File: config.mk
export PLATFORM = sky130hd
export DESIGN_NAME = hazard_ctrl
export DESIGN_NICKNAME = d
export VERILOG_FILES = /design/src/rtl/hazard_pkg.sv /design/src/rtl/load_scoreboard.sv /design/src/rtl/hazard_ctrl.sv
export SDC_FILE = /design/constraint.sdc
export NUM_CORES = 1
export LEC_CHECK = 0
export CORE_AREA = 3 3 40 42
export CTS_CLUSTER_DIAMETER = 40
export DETAILED_ROUTE_END_ITERATION = 10
export DIE_AREA = 0 0 43 45
export PLACE_DENSITY_LB_ADDON = 0.1
export SLEW_MARGIN = 20
export SYNTH_ARGS = -nofsm -noshare
export SYNTH_HDL_FRONTEND = slang
export SYNTH_SLANG_ARGS = --single-unit
File: constraint.sdc
create_clock -name clk -period 3.6 [get_ports clk]
set_clock_uncertainty 0.1 [all_clocks]
set_input_delay 0.72 -clock clk [delete_from_list [all_inputs] [get_ports clk]]
set_output_delay 0.72 -clock clk [all_outputs]
set_load 0.01 [all_outputs]
File: src/rtl/hazard_pkg.sv
// hazard_pkg: shared types, limits and helpers for the pipeline hazard controller.
// Holds the default register-address width, the load scoreboard entry type,
// the maximum supported load latency and the mul/div counter width helper.
package hazard_pkg;

    // Default register address width (32 architectural registers).
    localparam int RW_DEF = 5;

    // Widest register address a scoreboard entry can hold; narrower
    // addresses are zero-extended into it.
    localparam int RW_MAX = 8;

    // Deepest load latency the scoreboard supports.
    localparam int MAX_LOAD_LAT = 4;

    // One in-flight load: whether the slot holds a real load and its target.
    typedef struct packed {
        logic              valid;
        logic [RW_MAX-1:0] rd;
    } sb_entry_t;

    // Width of a down-counter that must hold the value md_lat.
    function automatic int md_cnt_width(input int md_lat);
        return $clog2(md_lat + 1);
    endfunction

    // True when register r is a live source of the instruction in ID.
    // Register 0 is hardwired to zero and never creates a dependency.
    function automatic logic src_hit(
        input logic [RW_MAX-1:0] r,
        input logic [RW_MAX-1:0] rs,
        input logic [RW_MAX-1:0] rt,
        input logic              use_rs,
        input logic              use_rt
    );
        return (r != '0) && ((use_rs && (r == rs)) || (use_rt && (r == rt)));
    endfunction

endpackage

File: src/rtl/load_scoreboard.sv
// load_scoreboard: shift register of loads that have left EX but whose data
// is not yet forwardable, plus the match against the ID source registers.
// A load enters stage 0 on the edge it leaves EX and falls off the end after
// DEPTH further advancing edges. The whole register freezes on mem_stall so
// the remaining wait of each load is preserved across a memory stall.
module load_scoreboard
    import hazard_pkg::*;
#(
    parameter int RW    = RW_DEF,
    parameter int DEPTH = 1
) (
    input  logic          clk,
    input  logic          rst,
    input  logic          i_mem_stall,
    input  logic          i_ex_mem_read,
    input  logic [RW-1:0] i_ex_rt,
    input  logic [RW-1:0] i_id_rs,
    input  logic [RW-1:0] i_id_rt,
    input  logic          i_id_uses_rs,
    input  logic          i_id_uses_rt,
    output logic          o_sb
);

    sb_entry_t r_stage [DEPTH];
    sb_entry_t w_new;
    logic      w_sb;

    // Entry for the instruction currently leaving EX; loads to $0 are dropped.
    always_comb begin
        w_new       = '0;
        w_new.valid = i_ex_mem_read && (i_ex_rt != '0);
        w_new.rd    = RW_MAX'(i_ex_rt);
    end

    // Advance the scoreboard one stage per unstalled cycle.
    always_ff @(posedge clk or posedge rst) begin
        if (rst) begin
            for (int i = 0; i < DEPTH; i++) begin
                r_stage[i] <= '0;
            end
        end else if (!i_mem_stall) begin
            r_stage[0] <= w_new;
            for (int i = 1; i < DEPTH; i++) begin
                r_stage[i] <= r_stage[i-1];
            end
        end
    end

    // Any valid pending load whose target the ID instruction reads.
    always_comb begin
        w_sb = 1'b0;
        for (int i = 0; i < DEPTH; i++) begin
            if (r_stage[i].valid &&
                src_hit(r_stage[i].rd, RW_MAX'(i_id_rs), RW_MAX'(i_id_rt),
                        i_id_uses_rs, i_id_uses_rt)) begin
                w_sb = 1'b1;
            end
        end
    end

    assign o_sb = w_sb;

endmodule

File: src/rtl/hazard_ctrl.sv
// hazard_ctrl: hazard controller for the 5-stage pipeline, sitting beside ID.
// Combines load-use (EX load plus a LOAD_LAT-deep scoreboard), mul/div HI/LO
// busy tracking and branch flush policy (0 or 1 delay slot) into the IF/ID and
// ID/EX enables and flushes; a data-memory stall freezes everything.
// Optional build macro HAZARD_PERF_CNT_EN adds ld_stall_cnt, md_stall_cnt and
// flush_cnt performance counters; without it those ports do not exist.
module hazard_ctrl
    import hazard_pkg::*;
#(
    parameter int RW          = RW_DEF,
    parameter int LOAD_LAT    = 0,
    parameter int MD_LAT      = 4,
    parameter int DELAY_SLOTS = 1
) (
    input  logic          clk,
    input  logic          rst,
    input  logic          mem_stall,
    input  logic          ex_mem_read,
    input  logic [RW-1:0] ex_rt,
    input  logic [RW-1:0] id_rs,
    input  logic [RW-1:0] id_rt,
    input  logic          id_uses_rs,
    input  logic          id_uses_rt,
    input  logic          ex_branch_taken,
    input  logic          ex_md_start,
    input  logic          id_md_op,
    output logic          stall_if,
    output logic          stall_id,
    output logic          flush_if_id,
    output logic          flush_id_ex,
    output logic          md_busy
`ifdef HAZARD_PERF_CNT_EN
    ,
    output logic [31:0]   ld_stall_cnt,
    output logic [31:0]   md_stall_cnt,
    output logic [31:0]   flush_cnt
`endif
);

    localparam int MD_CW = md_cnt_width(MD_LAT);

    // Reject configurations the control equations are not written for.
    if ((DELAY_SLOTS != 0) && (DELAY_SLOTS != 1)) begin : g_bad_delay_slots
        $error("hazard_ctrl: DELAY_SLOTS must be 0 or 1");
    end
    if ((LOAD_LAT < 0) || (LOAD_LAT > MAX_LOAD_LAT)) begin : g_bad_load_lat
        $error("hazard_ctrl: LOAD_LAT out of range 0..4");
    end
    if (MD_LAT < 1) begin : g_bad_md_lat
        $error("hazard_ctrl: MD_LAT must be at least 1");
    end
    if ((RW < 1) || (RW > RW_MAX)) begin : g_bad_rw
        $error("hazard_ctrl: RW out of range");
    end

    logic [MD_CW-1:0] r_md_cnt;
    logic [MD_CW-1:0] w_md_cnt_nxt;
    logic             r_md_busy;

    logic w_lu;
    logic w_sb;
    logic w_mdh;
    logic w_ld_hz;
    logic w_hz;

    // Load in EX whose target the ID instruction needs: classic load-use bubble.
    assign w_lu = ex_mem_read &&
                  src_hit(RW_MAX'(ex_rt), RW_MAX'(id_rs), RW_MAX'(id_rt),
                          id_uses_rs, id_uses_rt);

    // Loads already past EX are only tracked when memory has extra latency.
    if (LOAD_LAT > 0) begin : g_sb
        load_scoreboard #(
            .RW    (RW),
            .DEPTH (LOAD_LAT)
        ) u_load_scoreboard (
            .clk           (clk),
            .rst           (rst),
            .i_mem_stall   (mem_stall),
            .i_ex_mem_read (ex_mem_read),
            .i_ex_rt       (ex_rt),
            .i_id_rs       (id_rs),
            .i_id_rt       (id_rt),
            .i_id_uses_rs  (id_uses_rs),
            .i_id_uses_rt  (id_uses_rt),
            .o_sb          (w_sb)
        );
    end else begin : g_no_sb
        assign w_sb = 1'b0;
    end

    assign w_mdh   = id_md_op && r_md_busy;
    assign w_ld_hz = w_lu || w_sb;
    assign w_hz    = w_ld_hz || w_mdh;

    // Next mul/div occupancy: reload on issue, otherwise count down to zero.
    always_comb begin
        w_md_cnt_nxt = r_md_cnt;
        if (ex_md_start) begin
            w_md_cnt_nxt = MD_CW'(MD_LAT);
        end else if (r_md_cnt != '0) begin
            w_md_cnt_nxt = r_md_cnt - 1'b1;
        end
    end

    // Mul/div counter and its registered busy flag; runs through memory stalls.
    always_ff @(posedge clk or posedge rst) begin
        if (rst) begin
            r_md_cnt  <= '0;
            r_md_busy <= 1'b0;
        end else begin
            r_md_cnt  <= w_md_cnt_nxt;
            r_md_busy <= (w_md_cnt_nxt != '0);
        end
    end

    assign md_busy = r_md_busy;

    // Prioritised stall/flush decode: memory stall, then taken branch, then hazards.
    // Outputs are forced low while reset is asserted so nothing leaks from
    // inputs that are still presenting a hazard.
    always_comb begin
        stall_if    = 1'b0;
        stall_id    = 1'b0;
        flush_if_id = 1'b0;
        flush_id_ex = 1'b0;
        if (rst) begin
            stall_if = 1'b0;
        end else if (mem_stall) begin
            stall_if = 1'b1;
            stall_id = 1'b1;
        end else if (ex_branch_taken) begin
            if (DELAY_SLOTS == 0) begin
                flush_if_id = 1'b1;
                flush_id_ex = 1'b1;
            end else if (!w_hz) begin
                flush_if_id = 1'b1;
            end else begin
                // Hold the delay slot in IF/ID; the wrong-path fetch is never
                // latched because IF/ID is not written this cycle.
                stall_if    = 1'b1;
                stall_id    = 1'b1;
                flush_id_ex = 1'b1;
            end
        end else if (w_hz) begin
            stall_if    = 1'b1;
            stall_id    = 1'b1;
            flush_id_ex = 1'b1;
        end
    end

`ifdef HAZARD_PERF_CNT_EN
    logic [31:0] r_ld_stall_cnt;
    logic [31:0] r_md_stall_cnt;
    logic [31:0] r_flush_cnt;

    // Wrapping event counters; a frozen pipe does not accumulate events.
    always_ff @(posedge clk or posedge rst) begin
        if (rst) begin
            r_ld_stall_cnt <= '0;
            r_md_stall_cnt <= '0;
            r_flush_cnt    <= '0;
        end else if (!mem_stall) begin
            if (w_ld_hz && stall_id) begin
                r_ld_stall_cnt <= r_ld_stall_cnt + 32'd1;
            end
            if (w_mdh && !w_ld_hz && stall_id) begin
                r_md_stall_cnt <= r_md_stall_cnt + 32'd1;
            end
            if (flush_if_id || flush_id_ex) begin
                r_flush_cnt <= r_flush_cnt + 32'd1;
            end
        end
    end

    assign ld_stall_cnt = r_ld_stall_cnt;
    assign md_stall_cnt = r_md_stall_cnt;
    assign flush_cnt    = r_flush_cnt;
`else
    localparam bit PERF_CNT_PRESENT = 1'b0;
`endif

`ifndef SYNTHESIS
    // A new mul/div must not issue while HI/LO is still occupied.
    a_md_start_idle: assert property (@(posedge clk) disable iff (rst)
        !(ex_md_start && r_md_busy));
`endif

endmodule

# == Word-level counts from Yosys, hierarchy flattened ==
# Cells that the tools add are included.
# word_totals
regBits,4
in_bits,24
output_inout_bits,5
wordCells,26
# classes
add_sub_neg,1
eq_ne,2
muxes,11
reduce_logical,10
# ops
op,count
equality test 5 bit,2
two-way mux 1 bit,9
two-way mux 3 bit,2
nonzero test 3 bit,2
logical AND 1 bit,5
nonzero test 5 bit,1
"subtractor 3 x 1 -> 3 bit, second input constant",1
logical OR 1 bit,2

# == Logic depth before layout (Yosys ltp) ==
# Gate-level depths: netlist (run 1).
# depth
depth_word,10
ltp_mapped,7
depth_no_buf,7

# == Least setup slack after synthesis (run 1) ==
# OpenSTA, ideal clock, no wires.
# synth_path
kind,input to output
start,input port ex_rt[3]
end,output port stall_if
arrival_time_ps,1984
t_required_ps,2780
setup_slack_ps,796
cell_stages,5
path_buffers,1
path_cell_list,xor2_1 > nor4_2 > a32oi_1 > o311ai_1 > buf_4
# synth_via
elab_chain_cells,9
elab_cells_between_ends,12
classes_between,eq/ne: 2; mux: 3; reduce/logical: 7
# synth_rtl
element,line_no,text
start: declaration,hazard_ctrl.sv:19,"input logic [RW-1:0] ex_rt,"
equality test 5 bit,hazard_pkg.sv:36,return (r != '0) && ((use_rs && (r == rs)) || (use_rt && (r == rt)));
logical AND 1 bit,hazard_pkg.sv:36,
logical OR 1 bit,hazard_pkg.sv:36,
logical AND 1 bit (*),hazard_pkg.sv:36,
logical AND 1 bit (*),hazard_ctrl.sv:67,assign w_lu = ex_mem_read &&
logical OR 1 bit (*),hazard_ctrl.sv:94,assign w_hz = w_ld_hz || w_mdh;
two-way mux 1 bit (*) (3 in series),n/a,
end: declaration,hazard_ctrl.sv:27,"output logic stall_if,"
# Every way passes the cells marked *; elsewhere a longest branch is shown, timed or not.

# == Final worst setup path (run 1) ==
# layout_path
start,input port ex_rt[1]
end,output port flush_if_id
# layout_via
elab_chain_cells,10
elab_cells_between_ends,13
classes_between,eq/ne: 2; mux: 4; reduce/logical: 7
# layout_rtl
element,line_no,text
equality test 5 bit,hazard_pkg.sv:36,
logical AND 1 bit,hazard_pkg.sv:36,
logical OR 1 bit,hazard_pkg.sv:36,
logical AND 1 bit (*),hazard_pkg.sv:36,
logical AND 1 bit (*),hazard_ctrl.sv:67,
logical OR 1 bit (*),hazard_ctrl.sv:94,
two-way mux 1 bit (*),hazard_ctrl.sv:136,end else if (!w_hz) begin
two-way mux 1 bit (*),hazard_ctrl.sv:132,end else if (ex_branch_taken) begin
two-way mux 1 bit (*),hazard_ctrl.sv:129,end else if (mem_stall) begin
two-way mux 1 bit (*),hazard_ctrl.sv:127,if (rst) begin
end: declaration,hazard_ctrl.sv:29,"output logic flush_if_id,"
# Marked as above.

==> results of run 1 <==
routing by layer:
layer | up-vias | GRT usage [%] | wire (um)
met5 | - | 0 | 0
met4 | 0 | 3.61 | 0
met3 | 0 | 5.58 | 99
met2 | 16 | 17.4 | 465
met1 | 178 | 16.3 | 491
li1 | 212 | - | -
per-stage QoR:
step	std cells	setup WS, ns
finish	89	0.110
global route	89	0.00889
CTS	89	0.0158
detailed placement	86	-0.0658
global placement	86	-0.0485
floorplan	44	0.796
area by class of cell:
cell class | count | area, sq um
Tap cell | 15 | 18.8
Sequential cell | 4 | 100
Clock buffer | 3 | 22.5
Inverter | 5 | 18.8
Timing Repair Buffer | 28 | 280
Multi-Input combinational cell | 34 | 280
Fill cell | 123 | 564
state kept, by name, indices dropped and copies added, names as in the netlist:
register	cells
r_md_cnt	3
md_busy	1
power by group:
group	switching [mW]	internal [mW]	total [mW]
sequential	0.0126	0.0638	0.0764
clock	0.0157	0.0371	0.0528
combinational	0.0617	0.0755	0.137
placed cells by master, fill, tap and decap left out, types with 2 or more instances in the layout:
cell             count
clkbuf_4             3
clkdlybuf4s50_1     25
dfrtp_1              4
dlygate4sd2_1        2
ha_1                 3
inv_1                5
nand2_1              2
nand3_1              2
nor2_1               4
xnor2_1              2
xor2_1               9
cells by family (layout without fill, tap and decap cells):
group | after synthesis | count (layout) | share of synthesized area [%]
fa+ha+maj | 3 | 3 | 9.41
compound gates | 6 | 6 | 14.7
simple gates | 14 | 14 | 20.1
buf+inv | 6 | 36 | 6.58
flops | 4 | 4 | 25.1
xor+xnor | 11 | 11 | 24.1
worst max path at each step:
stage	endpoint	slack (ns)	cells past startpoint
2_1_floorplan	stall_if	0.80	5
3_3_place_gp	stall_id	-0.05	6
3_5_place_dp	stall_if	-0.07	6
4_1_cts	flush_id_ex	0.02	6
5_1_grt	flush_if_id	0.009	5
6_report	flush_if_id	0.11	5
critical path: stages:
cell and delay [ns]:
clkdlybuf4s50_1 0.46, or4_1 0.56, o21ai_2 0.19, o2111a_1 0.20, clkdlybuf4s50_1 0.53
what timing repair did:
action                                  4_1_cts  5_1_grt
endpoints found under the setup margin        2        1
pin swaps                                     1        0
resized for setup                             2        2
==> flow_metrics.tcl, run 1 <==
set metrics [dict create \
    status "completed" \
    criticalPathCategory "in -> out" \
    yosysTopAreaCell "dfrtp_1" \
    netlist_area_sq_um 399 \
    path_max_fanout 3 \
    numPortBuffers 28 \
    first_iter_violations 1 \
    synthArstFlopShare_pct 100 \
    synth_area_per_cell_sq_um 9.07 \
    holdPathEnd "r_md_cnt[0]$_DFF_PP0_" \
    cts_setup_buffers 0 \
    core-area_sq_um 1280 \
    critPathCaptureType "output pin" \
    yosys-top-cells-count "xor2_1, inv_1, dfrtp_1, nor2_1, ha_1" \
    synth_cells 44 \
    min_period_ns 3.49 \
    finalSetupViolCount 0 \
    final_nets 103 \
    p_total_uw 266 \
    finalInstanceArea_sq_um 721 \
    hp-start "r_md_cnt[0]$_DFF_PP0_" \
    drv_slew 0 \
    synth_top_cell_area_share_pct 25.1 \
    synth_cell_types 21 \
    synth-edff-count 0 \
    arrival_ns 2.67 \
    area_growth_pct 80.6 \
    rows 13 \
    ys.flop_type "dfrtp_1" \
    grt_pass1_vias 398 \
    ys.warnings.count 0 \
    fin_setup_tns_ns 0 \
    place_area_sq_um 691 \
    critPathLaunch "ex_rt[1]" \
    worstMarginPinSlew_ns 0.319 \
    drv_cap 0 \
    wl_per_cell_um 11.9 \
    grt-ovfl-total 0 \
    fin_crit_sh_pct 96.9 \
    ff2ff_path_depth 6 \
    clock_latency_ns 0.23 \
    ys_seq_area_share_pct 25.1 \
    layout-drive-gt1-share_pct 12.2 \
    hp-class "reg -> reg" \
    grt_pass1_wl_um 1750 \
    cts_hold_buf 0 \
    r2r-end "md_busy$_DFF_PP0_" \
    die_w_um 43 \
    insertedDiodeCount 0 \
    fmax_ghz 0.287 \
    max_slew_margin_pct 78.5 \
    die-area_sq_um 1940 \
    drc_errors 0 \
    cts_sinks 4 \
    peakVddDrop_v 0.000364 \
    clk_pin_slew_ns 0.03 \
    total_leakage_power_nw 0.327 \
    vias 406 \
    dr.pass1.iters 2 \
    utilization_pct 56.1 \
    drt_wl_total_um 1060 \
    boundaryPins 29 \
    cp-start-kind "input pin" \
    reg2reg_from "r_md_cnt[0]$_DFF_PP0_" \
    cts_tree "done" \
    rsz0062_at_grt "false" \
    cts_made_buffers 3 \
    start_util_pct 31.1 \
    globalplace.congestion 0.659 \
    powerDensity_nw_per_um2 370 \
    grt_max_degree 7 \
    die_h_um 45 \
    htreeDepth 1 \
    synthesis.nets 71 \
    dpl.hpwl_um 899 \
    via_per_inst 4.56 \
    final_antenna_net_count 0 \
    holdPathStages 2 \
    fin_hold_ws_ns 0.457 \
    yosysMostFrequentCell "xor2_1" \
    synth_seq_cells 4 \
    cts.path.max_buffers 2 \
    cp.required_ns 2.78 \
    antenna_found_initial 0 \
    regToRegSetupSlack_ns 1.83 \
    synth_area_leaders "dfrtp_1, xor2_1, ha_1" \
    grtUsageTotal_pct 12.1 \
    clockRootBuffer "clkbuf_4" \
    finalHoldViolations 0 \
]
Note: power is estimated with default switching activity, not from simulation.
==> inputs of run 2 (changes only) <==
==> constraint.sdc (replaced) <==
create_clock -name clk -period 4.1 [get_ports clk]
set_clock_uncertainty 0.1 [all_clocks]
set_input_delay 0.82 -clock clk [delete_from_list [all_inputs] [get_ports clk]]
set_output_delay 0.82 -clock clk [all_outputs]
set_load 0.01 [all_outputs]
==> run 2 against run 1 <==
Largest cell class is now non-clock buffers. Wire length is 0.28% lower. Flip-flop and latch count unchanged. Hold slack worse by 0.00055 ns. Critical path type unchanged. Setup slack better by 0.15 ns. Non-clock buffer count is the same. Sequential power decreased by 12%. Final area decreased by 1.0%. Via count increased by 0.74%. Clock-buffer cell count stayed put.
==> flow_metrics.tcl, run 2 (synthesized netlist as in run 1, its figures left out) <==
set metrics [dict create \
    insertedDiodeCount 0 \
    hp-class "reg -> reg" \
    stdcell_count 89 \
    first_iter_violations 2 \
    numPortBuffers 28 \
    cts.path.max_buffers 2 \
    arrival_ns 2.92 \
    ff2ff_path_depth 6 \
    layout_commonest_cell "clkdlybuf4s50_1" \
    critPathCaptureType "output pin" \
    grt-ovfl-total 0 \
    grt_max_degree 7 \
    finalInstanceArea_sq_um 713 \
    boundaryPins 29 \
    cp-start-kind "input pin" \
    drt_wl_total_um 1050 \
    place_ws_ns 0.234 \
    clk_pin_slew_ns 0.03 \
    wl_per_cell_um 11.8 \
    final_nets 103 \
    finalHoldViolations 0 \
    fmax_ghz 0.261 \
    powerDensity_nw_per_um2 330 \
    cts_sinks 4 \
    drv_slew 0 \
    critPathLaunch "ex_rt[3]" \
    max_slew_margin_pct 79.2 \
    drc_errors 0 \
    area_growth_pct 78.7 \
    cp.required_ns 3.18 \
    worstMarginPinSlew_ns 0.307 \
    clockRootBuffer "clkbuf_4" \
    path_max_fanout 3 \
    htreeDepth 1 \
    cts_resized 0 \
    final_antenna_net_count 0 \
    dr.pass1.iters 2 \
    total_leakage_power_nw 0.302 \
    antenna_found_initial 0 \
    dpl.cell_count 86 \
    reg2reg_from "r_md_cnt[0]$_DFF_PP0_" \
    peakVddDrop_v 0.000320 \
    fin_ws_ns 0.264 \
    start_util_pct 31.1 \
    cts_setup_buffers 0 \
    regMostFlops "r_md_cnt" \
    grt_pass1_wl_um 1750 \
    min_period_ns 3.84 \
    finalSetupViolCount 0 \
    fin_crit_sh_pct 93.6 \
    holdPathStages 2 \
    hp-start "r_md_cnt[0]$_DFF_PP0_" \
    grtUsageTotal_pct 12.1 \
    dpl.hpwl_um 899 \
    grt_pass1_vias 400 \
    largest_register_ffs 3 \
    via_per_inst 4.60 \
    status "completed" \
    rows 13 \
    clock_latency_ns 0.23 \
    rsz0062_at_grt "false" \
    layout-drive-gt1-share_pct 10.8 \
    final_cell_mix "clkdlybuf4s50_1, xor2_1, inv_1" \
    cts_made_buffers 3 \
    die_w_um 43 \
    die-area_sq_um 1940 \
    utilization_pct 55.5 \
    cts_hold_buf 0 \
    fin_setup_tns_ns 0 \
    criticalPathCategory "in -> out" \
    fill_cells 125 \
    globalplace.congestion 0.659 \
    core-area_sq_um 1280 \
    die_h_um 45 \
    cts_tree "done" \
    p_total_uw 236 \
    place_area_sq_um 691 \
    drv_cap 0 \
    vias 409 \
    fin_hold_ws_ns 0.456 \
]
[run 2: worst max-delay path, cell delays in order]
cell and delay, ns:
clkdlybuf4s50_1 0.47, xor2_1 0.20, nor4_2 0.28, a32oi_1 0.19, o311ai_1 0.36, clkdlybuf4s50_1 0.60
[run 2: layout make-up]
type / instances / area (sq um) / area share (%)
inverters: 5 / 18.8 / 2.63
multi-input cells: 34 / 273 / 38.2
well taps: 15 / 18.8 / 2.63
flip-flops and latches: 4 / 100 / 14.0
repair buffers: 28 / 280 / 39.3
clock buffers: 3 / 22.5 / 3.16
[run 2: routing by layer]
layer  global-route usage [%]  part of all wire [%]
met1                     16.3                    46
met5                        0                     0
met4                     3.61                     0
met2                     17.4                    44
met3                     5.58                   9.3
[run 2: worst paths after layout]
check | slack, ns | to
max in group asynchronous | 2.92 | r_md_cnt[2]$_DFF_PP0_
min in group asynchronous | 0.80 | md_busy$_DFF_PP0_
setup reg to reg | 2.33 | md_busy$_DFF_PP0_
hold reg to reg | 0.46 | r_md_cnt[0]$_DFF_PP0_
setup / recovery | 0.26 | stall_if
hold / removal | 0.46 | r_md_cnt[0]$_DFF_PP0_
[run 2: report_power, final]
part | internal, mW | total [mW] | switching (mW)
registers | 0.0561 | 0.0671 | 0.0111
logic | 0.0683 | 0.122 | 0.0538
clock network | 0.0326 | 0.0463 | 0.0138
